File: src/rtl/s2c_call_arb.sv
// Round-robin arbiter sharing one SV-to-C call channel among N requesters.
// One call is outstanding at a time; the response goes back to the granted requester only.
//
//  state  | meaning
//  -------+--------------------------------------------------------------
//  IDLE   | search requests from last+1 upward, accept one, latch id/fn
//  ISSUE  | call_valid held with latched id/fn until the bridge accepts
//  WAIT   | wait for done_valid or the timeout terminal count
//  RESP   | one-cycle rsp_valid to the granted requester, update last
module s2c_call_arb #(
    parameter int N       = 4,
    parameter int DW      = 32,
    parameter int TIMEOUT = 1024
) (
    input  logic            clk,
    input  logic            rst,
    input  logic [N-1:0]    req_valid,
    input  logic [8*N-1:0]  req_id,
    input  logic [8*N-1:0]  req_fn,
    output logic [N-1:0]    req_ready,
    output logic [N-1:0]    rsp_valid,
    output logic [31:0]     rsp_ret,
    output logic [DW-1:0]   rsp_data,
    output logic            call_valid,
    output logic [7:0]      call_id,
    output logic [7:0]      call_fn,
    input  logic            call_ready,
    input  logic            done_valid,
    input  logic [31:0]     done_ret,
    input  logic [DW-1:0]   done_data,
    output logic            err_stray
);

    localparam int LW    = (N > 1) ? $clog2(N) : 1;
    localparam int CW    = (TIMEOUT > 0) ? $clog2(TIMEOUT + 1) : 1;
    localparam int TLAST = (TIMEOUT > 0) ? TIMEOUT - 1 : 0;
    localparam logic [CW-1:0] CNT_LAST = CW'(TLAST);

    typedef enum logic [1:0] {
        S_IDLE,
        S_ISSUE,
        S_WAIT,
        S_RESP
    } state_t;

    state_t          state, state_nxt;
    logic [LW-1:0]   last;
    logic [LW-1:0]   gnt;
    logic [LW-1:0]   gnt_idx;
    logic [LW-1:0]   cand;
    logic            gnt_found;
    logic            accept;
    logic            timeout_hit;
    logic [N-1:0]    gnt_oh;
    logic [CW-1:0]   cnt;

    // Rotating priority: the first set request above the last winner.
    always_comb begin
        gnt_found = 1'b0;
        gnt_idx   = '0;
        cand      = '0;
        for (int k = 1; k <= N; k++) begin
            cand = LW'((int'(last) + k) % N);
            if (!gnt_found && req_valid[cand]) begin
                gnt_found = 1'b1;
                gnt_idx   = cand;
            end
        end
    end

    assign accept      = (state == S_IDLE) && gnt_found && !rst;
    assign timeout_hit = (TIMEOUT != 0) && (cnt == CNT_LAST);

    always_comb begin
        req_ready = '0;
        if (accept) begin
            req_ready[gnt_idx] = 1'b1;
        end
    end

    always_comb begin
        gnt_oh      = '0;
        gnt_oh[gnt] = 1'b1;
    end

    always_ff @(posedge clk) begin
        if (rst) begin
            state <= S_IDLE;
        end else begin
            state <= state_nxt;
        end
    end

    always_comb begin
        state_nxt = state;
        case (state)
            S_IDLE:  if (accept)                    state_nxt = S_ISSUE;
            S_ISSUE: if (call_ready)                state_nxt = S_WAIT;
            S_WAIT:  if (done_valid || timeout_hit) state_nxt = S_RESP;
            S_RESP:                                 state_nxt = S_IDLE;
            default:                                state_nxt = S_IDLE;
        endcase
    end

    always_ff @(posedge clk) begin
        if (rst) begin
            last       <= LW'(N - 1);
            gnt        <= '0;
            cnt        <= '0;
            call_valid <= 1'b0;
            call_id    <= '0;
            call_fn    <= '0;
            rsp_valid  <= '0;
            rsp_ret    <= '0;
            rsp_data   <= '0;
            err_stray  <= 1'b0;
        end else begin
            rsp_valid <= '0;
            if (done_valid && (state != S_WAIT)) begin
                err_stray <= 1'b1;
            end
            case (state)
                S_IDLE: begin
                    if (accept) begin
                        gnt        <= gnt_idx;
                        call_id    <= req_id[8*gnt_idx +: 8];
                        call_fn    <= req_fn[8*gnt_idx +: 8];
                        call_valid <= 1'b1;
                    end
                end
                S_ISSUE: begin
                    if (call_ready) begin
                        call_valid <= 1'b0;
                        cnt        <= '0;
                    end
                end
                S_WAIT: begin
                    // A completion arriving on the terminal-count cycle takes priority.
                    if (done_valid) begin
                        rsp_ret   <= done_ret;
                        rsp_data  <= done_data;
                        rsp_valid <= gnt_oh;
                    end else if (timeout_hit) begin
                        rsp_ret   <= 32'd2;
                        rsp_data  <= '0;
                        rsp_valid <= gnt_oh;
                    end else if (cnt != '1) begin
                        cnt <= cnt + 1'b1;
                    end
                end
                S_RESP: begin
                    last <= gnt;
                end
                default: ;
            endcase
        end
    end

endmodule

File: config.mk
export PLATFORM = sky130hd
export DESIGN_NAME = s2c_call_arb
export DESIGN_NICKNAME = d
export VERILOG_FILES = /design/src/rtl/s2c_call_arb.sv
export SDC_FILE = /design/constraint.sdc
export NUM_CORES = 1
export LEC_CHECK = 0
export ABC_AREA = 1
export CAP_MARGIN = 15
export CORE_ASPECT_RATIO = 0.9
export CORE_UTILIZATION = 29
export DETAILED_ROUTE_END_ITERATION = 16
export SKIP_CTS_REPAIR_TIMING = 1
export SYNTH_ARGS = -nofsm -noshare
export SYNTH_HDL_FRONTEND = slang
export SYNTH_SLANG_ARGS = --single-unit
File: constraint.sdc
create_clock -name clk -period 2.4 [get_ports clk]
set_input_delay 0.24 -clock clk [delete_from_list [all_inputs] [get_ports clk]]
set_output_delay 0.24 -clock clk [all_outputs]
set_load 0.05 [all_outputs]
==> metrics.md <==
| Metric | Value |
|---|---|
| Final clock skew | `around 0.007 ns` |
| Int Power | `4.33 mW` |
| GRT Total Usage | `around 18%` |
| DPL Wire Length | `between 10 and 15 mm` |
| Drt pass-1 iters | `4` |
| LEAKAGE | `around 3.2 nW` |
| Clock share of power | `between 10% and 20%` |
| Fin. Hold Viols | `0` |
| Critical Path End Type | `primary output` |
| WP data arrival | `2.10 ns` |
| Most common cell in the netlist | `nand2_1` |
| Initial antenna violation count | `0` |
| Hold Path Class | `primary input to flop` |
| Final Max Slew Viols | `0` |
| Place WS | `0.0479 ns` |
| Via density | `4.60` |
| Post-Syn Area per Cell | `6.90 um^2` |
| Pwr dens | `1010 nW/um^2` |
| Synth top area cells | `dfxtp_1 (41%), nand2_1 (21%), a21oi_1 (7.6%)` |
| FFs w/ async S/R, synth | `0%` |
| Syn nets | `874` |
| Synth Instances | `roughly 730` |
| Top-Level Pins | `226` |
| Crit start category | `flop` |
| Worst path cell trace | `buf_6 -> nand2_4 -> nand2_4 -> nand2_4 -> nand2_4 -> nor2_8 -> nand2_2 -> nor3_4 -> a21oi_4 -> buf_6 -> nor3_4 -> buf_12` |
| Max Freq | `427 MHz` |
| Area delta synth->final | `58.8%` |
| Worst reg2reg path endpoint | `cnt[9]$_SDFFE_PP0P_` |
| Min Tclk post-route | `2.34 ns` |
| CTS tree | `done` |
| Placed Area | `7590 um^2` |
| Number of antenna diodes | `0` |
| Synth Cell Area | `5050 um^2` |
| Largest net degree at the start of global routing | `74` |
| Register-to-register setup slack | `0.27 ns` |
| Port buffer count | `225` |
| Synth Flop Type | `dfxtp_1` |
| DRC | `0` |
| Clock Latency Late Sink | `0.35 ns` |
| Initial Utilization | `29.8%` |
| # setup viols final | `0` |
| Status | `complete, no violations` |
| Critical path capture point | `req_ready[0]` |
| Root Buffer | `clkbuf_16` |
| Via count | `between 5000 and 6000` |
| Final RePlAce weighted congestion | `0.791` |
| WHS Path Cells | `4` |
| Synthesis-stage register bit count | `103` |
| Reg2reg start | `cnt[1]$_SDFFE_PP0P_` |
| Vias in the first global route | `5081` |
| Most common cell on crit path | `nand2_4` |
| Psw | `3.78 mW` |
| WL final | `16.6 mm` |
| Die X | `141 um` |
| Routed Antenna Nets | `0` |
| Die area | `18000 um^2` |
| Seq/Total Area, Yosys | `40.8%` |
| Peak supply drop | `399 uV` |
| Slowest cell on the critical path | `dfxtp_4` |
| Wire length per cell | `14.0 um` |
| Fin worst setup slack | `0.0606 ns` |
| Critical path launch point | `last[0]$_SDFFE_PP1N_` |
| Clock transition at path regs | `0.07 ns` |
| DR iter-0 viols | `165` |
| Post-synth EDFFs | `0` |
| Worst rel slew slack | `52.9%` |
| Post-route design area | `about 8000 um^2` |
| Switching share of power | `46.6%` |
| First-pass GRT wire length | `26.0 mm` |
| RSZ-0062 raised after global routing | `true` |
| Setup Crit Path Kind | `flop to primary output` |
| Max Cap Viol | `0` |
| Crit-path max FO | `7` |
| Leading area contributor after synthesis | `dfxtp_1` |
| Logic pwr share | `55.5%` |
| Core ar. | `16900 um^2` |
| Worst Max-Slew Pin Slew | `0.707 ns` |
| Top post-synthesis cells by count | `nand2_1 (279), dfxtp_1 (103), a21oi_1 (77), nand3_1 (77), nand4_1 (40)` |
| Rows | `45` |
| Seq pwr share | `27.2%` |
| CP required | `2.16 ns` |
| Final layout net count | `approximately 1100` |
| Largest stage delay, worst path | `0.39 ns` |
| CTS Sinks | `103` |
| Die Height | `~130 um` |
| Synthesis warning total | `0` |
| Period utilisation layout | `97.5%` |
| Overflow after GRT | `0` |
| Area fraction of the dominant cell type after synthesis | `40.8%` |
| Bufs on Longest Clock Path | `2` |
| Worst Reg2Reg Path Length in Cells | `11` |
| Layout cell share with drive strength beyond 1 | `a little over a tenth` |
| Post-synthesis cell type count | `35` |
| Final setup TNS | `0 ns` |
| H-tree Lvls | `3` |
| CTS Buf Count | `9` |
stage by stage:
stage          total power, mW  std cells  hold WS, ns  util, %
4_1_cts                   8.06       1180        0.320     46.4
3_3_place_gp              6.63       1164        0.436     44.8
5_1_grt                   8.68       1186        0.347     47.3
3_5_place_dp              6.62       1164        0.442     44.8
2_1_floorplan             5.18        732        0.408        -
6_report                  8.11       1186        0.318     47.3
worst min path at each step:
stage,from,to
2_1_floorplan,done_ret[22],rsp_ret[22]$_SDFFE_PP0P_
3_3_place_gp,call_fn[3]$_SDFFE_PP0P_,call_fn[3]$_SDFFE_PP0P_
3_5_place_dp,gnt[0]$_SDFFE_PP0P_,rsp_valid[0]$_SDFF_PP0_
4_1_cts,rst,gnt[0]$_SDFFE_PP0P_
5_1_grt,rst,gnt[0]$_SDFFE_PP0P_
6_report,rst,gnt[0]$_SDFFE_PP0P_
final cells by class:
type,instances,area (um^2)
clock inverter,7,56.3
clock buffer,9,225
multi-input combinational,552,2720
inverter,27,111
sequential,103,2070
tap,235,294
fill,1740,8930
timing repair buffer,253,2540
worst max-delay path, delay by kind of cell, from the launching register on:
| kind | cells | cell delay [ns] |
|---|---|---|
| compound gates | 1 | 0.06 |
| buf+inv | 3 | 0.42 |
| flops | 1 | 0.39 |
| simple gates | 8 | 0.90 |
sequential cells by signal, summed over array words and instances (netlist names):
register	count
gnt	2
cnt	11
call_valid	1
err_stray	1
state	2
call_fn	8
call_id	8
rsp_valid	4
rsp_data	32
last	2
rsp_ret	32
cells in the final DEF (no fill, tap or decap), drive strengths merged, types with 3 or more instances in the layout:
cell type      count
ha                 6
clkinvlp           3
nor2              27
nor3               5
nand2            293
a21oi             78
clkinv             5
nand3             81
dfxtp            103
clkbuf             9
clkdlybuf4s50    218
inv               26
nand4             40
buf               34
o21ai             10
xor2               5
power groups by stage:
stage	registers [mW]	logic (mW)	clock network, mW
finish	2.21	4.50	1.40
detailed placement	2.25	4.38	0
CTS	2.21	4.39	1.46
global placement	2.24	4.39	0
global route	2.25	4.91	1.53
floorplan	3.09	2.09	0
layer usage:
metal	share of wire, %	global-route usage (%)	wire length [um]
met3	11	7.35	1890
met5	0	0	0
met2	43	27.8	7170
met1	45	23.0	7440
met4	0.87	5.82	144
cells by family after synthesis:
family,share of synthesized area [%]
AND/OR/NAND/NOR,40.0
flip-flops,40.8
AO/OA/AOI/OAI,9.46
buffers and inverters,7.23
XOR/XNOR,1.04
adder cells (fa/ha/maj),1.49
Note: power is estimated with default switching activity, not from simulation.
